--- src/rtl/stopwatch_counter.sv ---
// stopwatch_counter: MM:SS stopwatch time base feeding the 7-segment display driver.
//   Keeps four BCD digits with run/pause, clear and a carry-free manual adjust mode.
//   All outputs are registered; a tick, clear or pause shows up one cycle after its pulse.
// Ports:
//   clk, rst_n        - clock and asynchronous active-low reset
//   tick_1hz          - 1 Hz enable, advances time in RUN
//   tick_adj          - 2 Hz enable, bumps the selected field in ADJUST
//   pause, clear      - one-cycle debounced pulses (toggle run/pause, zero time)
//   adj, sel          - levels: adjust mode enable, field select (0 = minutes, 1 = seconds)
//   min_l..sec_r      - BCD digits, zero-extended to DIG_W bits
//   running, wrap     - RUN indicator, one-cycle pulse on MAX_MIN:59 -> 00:00 rollover
module stopwatch_counter #(
  parameter int MAX_MIN = 59,
  parameter int DIG_W   = 5
) (
  input  logic             clk,
  input  logic             rst_n,
  input  logic             tick_1hz,
  input  logic             tick_adj,
  input  logic             pause,
  input  logic             clear,
  input  logic             adj,
  input  logic             sel,
  output logic [DIG_W-1:0] min_l,
  output logic [DIG_W-1:0] min_r,
  output logic [DIG_W-1:0] sec_l,
  output logic [DIG_W-1:0] sec_r,
  output logic             running,
  output logic             wrap
);

  typedef enum logic [1:0] {
    ST_STOP = 2'd0,
    ST_RUN  = 2'd1,
    ST_ADJ  = 2'd2
  } state_t;

  localparam logic [3:0] MAX_ML = 4'(MAX_MIN / 10);
  localparam logic [3:0] MAX_MR = 4'(MAX_MIN % 10);

  state_t     state;
  logic [3:0] ml, mr, sl, sr;

  // Incremented copies of each field; shared by RUN counting and ADJUST bumping.
  logic [3:0] sl_inc, sr_inc, ml_inc, mr_inc;
  logic       sec_last, min_last;

  always_comb begin
    sec_last = (sl == 4'd5) && (sr == 4'd9);
    min_last = (ml == MAX_ML) && (mr == MAX_MR);

    sr_inc = (sr == 4'd9) ? 4'd0 : sr + 4'd1;
    sl_inc = sl;
    if (sr == 4'd9) begin
      sl_inc = (sl == 4'd5) ? 4'd0 : sl + 4'd1;
    end

    ml_inc = ml;
    mr_inc = mr + 4'd1;
    if (min_last) begin
      ml_inc = 4'd0;
      mr_inc = 4'd0;
    end else if (mr == 4'd9) begin
      ml_inc = ml + 4'd1;
      mr_inc = 4'd0;
    end
  end

  always_ff @(posedge clk or negedge rst_n) begin
    if (!rst_n) begin
      state   <= ST_STOP;
      running <= 1'b0;
      wrap    <= 1'b0;
      ml      <= 4'd0;
      mr      <= 4'd0;
      sl      <= 4'd0;
      sr      <= 4'd0;
    end else begin
      wrap <= 1'b0;
      if (clear) begin
        // Clear wins over everything else; state is left as it is.
        ml <= 4'd0;
        mr <= 4'd0;
        sl <= 4'd0;
        sr <= 4'd0;
      end else if (state != ST_ADJ && adj) begin
        state   <= ST_ADJ;
        running <= 1'b0;
      end else if (state == ST_ADJ && !adj) begin
        // Leaving adjust always lands in STOP so the user must restart explicitly.
        state   <= ST_STOP;
        running <= 1'b0;
      end else if (pause && state == ST_STOP) begin
        state   <= ST_RUN;
        running <= 1'b1;
      end else if (pause && state == ST_RUN) begin
        state   <= ST_STOP;
        running <= 1'b0;
      end else if (state == ST_RUN && tick_1hz) begin
        sr <= sr_inc;
        sl <= sl_inc;
        if (sec_last) begin
          ml   <= ml_inc;
          mr   <= mr_inc;
          wrap <= min_last;
        end
      end else if (state == ST_ADJ && tick_adj) begin
        // Fields bump independently; no carry between seconds and minutes.
        if (sel) begin
          sr <= sr_inc;
          sl <= sl_inc;
        end else begin
          ml <= ml_inc;
          mr <= mr_inc;
        end
      end
    end
  end

  assign min_l = DIG_W'(ml);
  assign min_r = DIG_W'(mr);
  assign sec_l = DIG_W'(sl);
  assign sec_r = DIG_W'(sr);

endmodule

--- config.mk ---
export PLATFORM = sky130hd
export DESIGN_NAME = stopwatch_counter
export DESIGN_NICKNAME = d
export VERILOG_FILES = /design/src/rtl/stopwatch_counter.sv
export SDC_FILE = /design/constraint.sdc
export NUM_CORES = 1
export LEC_CHECK = 0
export BUFFER_PORTS_ARGS = -buffer_cell sky130_fd_sc_hd__clkbuf_2
export CORE_MARGIN = 4
export CORE_UTILIZATION = 40
export CTS_BUF_LIST = sky130_fd_sc_hd__clkbuf_16
export CTS_CLUSTER_SIZE = 12
export DETAILED_ROUTE_END_ITERATION = 16
export PLACE_DENSITY = 0.64
export SKIP_LAST_GASP = 1
export SYNTH_ARGS = -nofsm -noshare
export SYNTH_HDL_FRONTEND = slang
export SYNTH_SLANG_ARGS = --single-unit
--- constraint.sdc ---
create_clock -name clk -period 5.22 [get_ports clk]
set_input_delay 0.783 -clock clk [delete_from_list [all_inputs] [get_ports clk]]
set_output_delay 0.783 -clock clk [all_outputs]
set_load 0.01 [all_outputs]
==> results of run 1 <==
==> area by class of cell <==
cell class / instances / area, µm²
clock buffers: 3 / 75.07
fillers: 298 / 1560
inverters: 9 / 33.78
flip-flops and latches: 19 / 475.5
clock inverters: 1 / 5.005
well taps: 44 / 55.05
repair buffers: 25 / 125.1
multi-input cells: 99 / 698.2
==> path summary, 6_finish.rpt <==
kind	from	end	cells after the start
max	state[0]	ml[3]	8
min	rst_n	ml[1]	1
max reg2reg	state[0]	ml[3]	8
min reg2reg	state[1]	state[1]	2
max in group asynchronous	rst_n	sr[0]	1
min in group clk	state[1]	state[1]	2
==> power by group <==
part	switching [mW]	internal [mW]	total, mW	leakage, nW
sequential	0.0206	0.164	0.185	0.260
clock	0.0574	0.103	0.160	0.0409
combinational	0.0737	0.0557	0.129	0.409
total	0.152	0.323	0.474	0.709
==> routing by layer <==
metal,vias to the layer above,global-route usage,share of wire
met5,-,0,0
met2,24,0.2219,0.48
met1,467,0.1612,0.46
met4,0,0.03166,0.0052
met3,2,0.04745,0.050
li1,499,-,-
==> cell families (layout without fill, tap and decap cells) <==
| kind of cell | after synthesis | count (layout) | share of synthesized area |
|---|---|---|---|
| AND/OR/NAND/NOR | 56 | 56 | 0.2790 |
| AO/OA/AOI/OAI | 21 | 21 | 0.09534 |
| flip-flops | 19 | 19 | 0.3774 |
| buffers and inverters | 18 | 38 | 0.07745 |
| adder cells (fa/ha/maj) | 10 | 10 | 0.09930 |
| multiplexers | 8 | 8 | 0.06852 |
| other | 1 | 4 | 0.002976 |
==> synth_stat cells (all sizes together) <==
| cell | count | share of area |
|---|---|---|
| nand4 | 3 | 0.027 |
| mux2 | 5 | 0.045 |
| nand4b | 2 | 0.014 |
| nor2 | 12 | 0.049 |
| and3b | 3 | 0.021 |
| and3 | 1 | 0.0050 |
| or3 | 3 | 0.015 |
| mux2i | 3 | 0.024 |
| a211o | 1 | 0.0070 |
| o22ai | 1 | 0.0050 |
| nand3 | 5 | 0.020 |
| buf | 6 | 0.042 |
| or4 | 2 | 0.012 |
| nor3 | 2 | 0.0079 |
| nor2b | 5 | 0.025 |
| a21oi | 9 | 0.036 |
| o311ai | 1 | 0.0070 |
| and4bb | 1 | 0.0099 |
| a31oi | 1 | 0.0050 |
| a21bo | 1 | 0.0079 |
| nand2b | 2 | 0.0099 |
| conb | 1 | 0.0030 |
| nand2 | 9 | 0.027 |
| or2 | 1 | 0.0050 |
| o21ai | 7 | 0.028 |
| ha | 10 | 0.099 |
| nor3b | 3 | 0.018 |
| clkbuf | 3 | 0.0089 |
| and2 | 1 | 0.0070 |
| inv | 9 | 0.027 |
| dfrtp | 19 | 0.38 |
| and4b | 1 | 0.0079 |
==> sequential cells by signal, summed over array words and instances, names as in the netlist <==
name and count:
sl 4, ml 4, sr 4, wrap 1, mr 4, state 2
==> placed cells by master, fill, tap and decap left out, types with 4 or more instances in the layout <==
cell type,instances
ha_1,10
dfrtp_1,19
inv_1,9
nand3_1,5
clkbuf_2,25
conb_1,4
a21oi_1,9
nor2_1,11
nor2b_1,5
o21ai_0,6
mux2_2,4
nand2_1,9
==> per-stage QoR <==
stage          std cells  hold WS (ps)  power [mW]  setup WS [ps]  cell area, µm²
2_1_floorplan        136         487.4      0.2827           3027            1271
3_3_place_gp         196         531.5      0.3117           2902            1388
3_5_place_dp         196         551.7      0.3168           2849            1388
4_1_cts              200         502.8      0.4798           3045            1468
5_1_grt              200         531.0      0.5071           2872            1468
6_report             200         488.3      0.4744           3052            1468
==> critical path: stages (launching register included) <==
cell      delay, ps
dfrtp_1         410
nor2b_1         260
inv_1            70
ha_1            260
nor2_8          140
nand4b_1        130
and2_4          220
or4_1           460
a21oi_1         130
==> qor.yml, run 1 <==
run_status: "finished, final reports clean"
start_kind: "flip-flop"
power_density_nw_per_um2: 323.3
io-pin-count: 30
coreArea_um2: 3028
cp-end-kind: "flip-flop"
wire_per_inst_um: 12.59
worstPathRequired_ps: 5390
viasPerCell: 4.960
die_x_um: 64.13
route.vias.total: 992
drv_slew: 0
clk_root_buffer_cell: "clkbuf_16"
clkTransAtPathRegs_ps: 60
htree_levels: 1
rrSetupSlack_ps: 3050
setup_viol: 0
postSynthAreaPerCell_um2: 9.473
dp_hpwl_um: 1787
cap_violations: 0
tns_ps: 0
syn_inst: 133
cts_setup_buffers: 0
cts-buffers-inserted: 3
worstHoldPathType: "primary input to asynchronous set/reset pin"
grt_pass1_vias: 1008
clk_latency_ps: 250
area_growth_pct: 16.48
fin_crit_sh: 0.4154
yosys_warnings: 0
final_nets: 175
crit_fanout: 11
relSlewSlack: 0.6620
drc_errors: 0
port_buffers: 25
fin_crit_ps: 2168
ctsHoldBuffers: 0
row_count: 20
max_freq_mhz: 461.2
ir_worst_vdd_uv: 189.4
cts-resized-gates: 0
hold_viol_final: 0
finClkSkew_ps: 4.427
drt-total-wl_um: 2517
diodes: 0
grt_max_degree: 25
utilization: 0.4847
tightestPinTransition_ps: 507.0
overflow: 0
grt_usage: 0.1323
die_h_um: 64.13
grt_first_pass_wirelength_um: 4374
drive_above_1_share: 0.2436
leakagePower_nw: 0.7094
worstPathArrival_ps: 2340
clk_path_buf_depth: 2
die_area_um2: 4112
first_pass_iters: 4
rsz0062_at_grt: "no"
synth_area_um2: 1260
ys_ff_latch: 19
ys_seq_area_frac: 0.3774
grt_antenna_before_repair: 0
gp_congestion: 0.7928
synthDistinctLibCells: 37
cts_tree: "yes"
start_util: 0.4161
path_class: "flip-flop to flip-flop"
drtIter0Drc: 56
postRouteAntennaNets: 0
clkSinkCount: 19
(Power assumes the default switching activity.)
==> run 2: changes to the inputs <==
--- a/config.mk
+++ b/config.mk
@@ -11,7 +11,7 @@
 export CTS_BUF_LIST = sky130_fd_sc_hd__clkbuf_16
 export CTS_CLUSTER_SIZE = 12
 export DETAILED_ROUTE_END_ITERATION = 16
-export PLACE_DENSITY = 0.64
+export PLACE_DENSITY = 0.67
 export SKIP_LAST_GASP = 1
 export SYNTH_ARGS = -nofsm -noshare
 export SYNTH_HDL_FRONTEND = slang
==> constraint.sdc (replaced) <==
create_clock -name clk -period 1.9 [get_ports clk]
set_input_delay 0.285 -clock clk [delete_from_list [all_inputs] [get_ports clk]]
set_output_delay 0.285 -clock clk [all_outputs]
set_load 0.01 [all_outputs]
==> qor.yml, run 2 (synthesis results as in run 1) <==
run_status: "complete, but fails checks"  # was finished, final reports clean
violations: "negative hold slack"
ir_worst_vdd_uv: 691.4  # was 189.4 µV
first_pass_iters: 4  # unchanged
wire_per_inst_um: 12.46  # was 12.59 µm
start_util: 0.4161  # unchanged
placed_area_um2: 1463  # was 1388 µm²
clk_root_buffer_cell: "clkbuf_16"  # unchanged
critPathSlowestCell: "dfrtp_1"  # was or4_1
die_h_um: 64.13  # unchanged
hold-worst-slack_ps: -16.57  # was 488.3 ps
finalInstanceArea_um2: 1622  # was 1468 µm²
clkTransAtPathRegs_ps: 50  # was 60 ps
drt-total-wl_um: 2654  # was 2517 µm
gp_congestion: 0.7596  # was 0.7928
rsz0062_at_grt: "yes"  # was no
mostFrequentLayoutCell: "clkbuf_2"  # unchanged
postRouteAntennaNets: 0  # unchanged
grt_antenna_before_repair: 0  # unchanged
area_growth_pct: 28.70  # was 16.48%
pre_cts_slack_ps: -61.39  # was 2849 ps
port_buffers: 25  # unchanged
finClkSkew_ps: 1.702  # was 4.427 ps
htree_levels: 1  # unchanged
clkSinkCount: 19  # unchanged
start_kind: "flip-flop"  # unchanged
drive_above_1_share: 0.3609  # was 0.2436
io-pin-count: 30  # unchanged
viasPerCell: 4.948  # was 4.960
drc_errors: 0  # unchanged
die_x_um: 64.13  # unchanged
row_count: 20  # unchanged
drv_slew: 0  # unchanged
setup_viol: 0  # unchanged
grt_first_pass_wirelength_um: 4685  # was 4374 µm
worstPathArrival_ps: 2050  # was 2340 ps
utilization: 0.5355  # was 0.4847
drtIter0Drc: 75  # was 56
route.vias.total: 1054  # was 992
grt_max_degree: 20  # was 25
fin_crit_ps: 1867  # was 2168 ps
crit_chain: "nor2b_4 -> inv_2 -> ha_4 -> nor2_8 -> nand4b_1 -> and2_4 -> buf_6 -> or3_4 -> a21oi_2"  # was nor2b_1 -> inv_1 -> ha_1 -> nor2_8 -> nand4b_1 -> and2_4 -> or4_1 -> a21oi_1
ctsHoldBuffers: 0  # unchanged
cp-end-kind: "flip-flop"  # unchanged
mostFrequentLayoutCells: "clkbuf_2, dfrtp_1, nor2_1, buf_4, inv_1"  # was clkbuf_2, dfrtp_1, nor2_1, ha_1
coreArea_um2: 3028  # unchanged
grt_pass1_vias: 1098  # was 1008
hold_viol_final: 19  # was 0
path_class: "flip-flop to flip-flop"  # unchanged
worstPathRequired_ps: 2080  # was 5390 ps
clk_path_buf_depth: 2  # unchanged
diodes: 0  # unchanged
overflow: 0  # unchanged
worstHoldPathType: "primary input to asynchronous set/reset pin"  # unchanged
leakagePower_nw: 0.7851  # was 0.7094 nW
crit_fanout: 8  # was 11
cap_violations: 0  # unchanged
fin_cells: 213  # was 200
grt_usage: 0.1395  # was 0.1323
cts_tree: "yes"  # unchanged
final_nets: 188  # was 175
dp_hpwl_um: 1942  # was 1787 µm
fin_crit_sh: 0.9826  # was 0.4154
cts-buffers-inserted: 3  # unchanged
power_density_nw_per_um2: 911.3  # was 323.3 nW/µm²
max_freq_mhz: 535.6  # was 461.2 MHz
setup_slack_ps: 33.01  # was 3052 ps
clk_latency_ps: 250  # about the same
cp_slowest_stage_delay_ps: 400  # was 460 ps
die_area_um2: 4112  # unchanged
dp.cells: 204  # was 196
run 2: stage by stage:
| stage | hold slack, ps | TNS (ps) | total power [mW] |
|---|---|---|---|
| 2_1_floorplan | -10.59 | -114.4 | 0.8055 |
| 3_3_place_gp | 269.3 | 0 | 0.9468 |
| 3_5_place_dp | 273.1 | -63.97 | 0.9671 |
| 4_1_cts | 9.233 | -20.78 | 1.450 |
| 5_1_grt | 20.15 | -360.8 | 1.577 |
| 6_report | -16.57 | 0 | 1.478 |
run 2: cell type report:
cell class	count	area [µm²]
inverter	9	33.78
timing repair buffer	38	230.2
multi-input combinational	99	748.2
sequential	19	475.5
clock buffer	3	75.07
tap	44	55.05
fill	280	1406
clock inverter	1	3.754
run 2: per-layer routing:
| metal | global-route usage | part of all wire | vias up |
|---|---|---|---|
| met5 | 0 | 0 | - |
| met3 | 0.03339 | 0.047 | 5 |
| met2 | 0.2413 | 0.49 | 26 |
| met4 | 0.04485 | 0.013 | 0 |
| li1 | - | - | 523 |
| met1 | 0.1696 | 0.45 | 500 |
run 2: critical path, delay by kind of cell, from the launching register on:
| kind | cells | cell delay [ps] |
|---|---|---|
| AOI/OAI and AO/OA | 1 | 130 |
| and+or+nand+nor | 5 | 930 |
| DFF | 1 | 400 |
| buffers and inverters | 2 | 170 |
| adders and majority gates | 1 | 170 |
run 2: what timing repair did:
| item | 4_1_cts | 5_1_grt |
|---|---|---|
| cloned | 0 | 0 |
| buffers inserted | 4 | 1 |
| gates resized for setup | 1 | 10 |
| endpoints found under the setup margin | 2 | 12 |
| pin swaps | 6 | 7 |
run 2: final timing paths:
check	startpoint	end	slack, ps	cells past startpoint
max in group asynchronous	rst_n	sr[0]	1590	1
worst max-delay path	state[0]	mr[0]	30	9
min in group clk	pause	state[0]	340	3
worst max register to register	state[0]	mr[0]	30	9
worst min-delay path	rst_n	ml[0]	-20	1
worst min register to register	sl[1]	sl[1]	590	1
run 2: report_power, final:
group          total (mW)  internal (mW)  leakage (nW)  switching, mW
Sequential          0.499          0.452         0.260         0.0477
Clock               0.425          0.280        0.0423          0.145
Combinational       0.554          0.297         0.483          0.257
Total                1.48           1.03         0.785          0.449
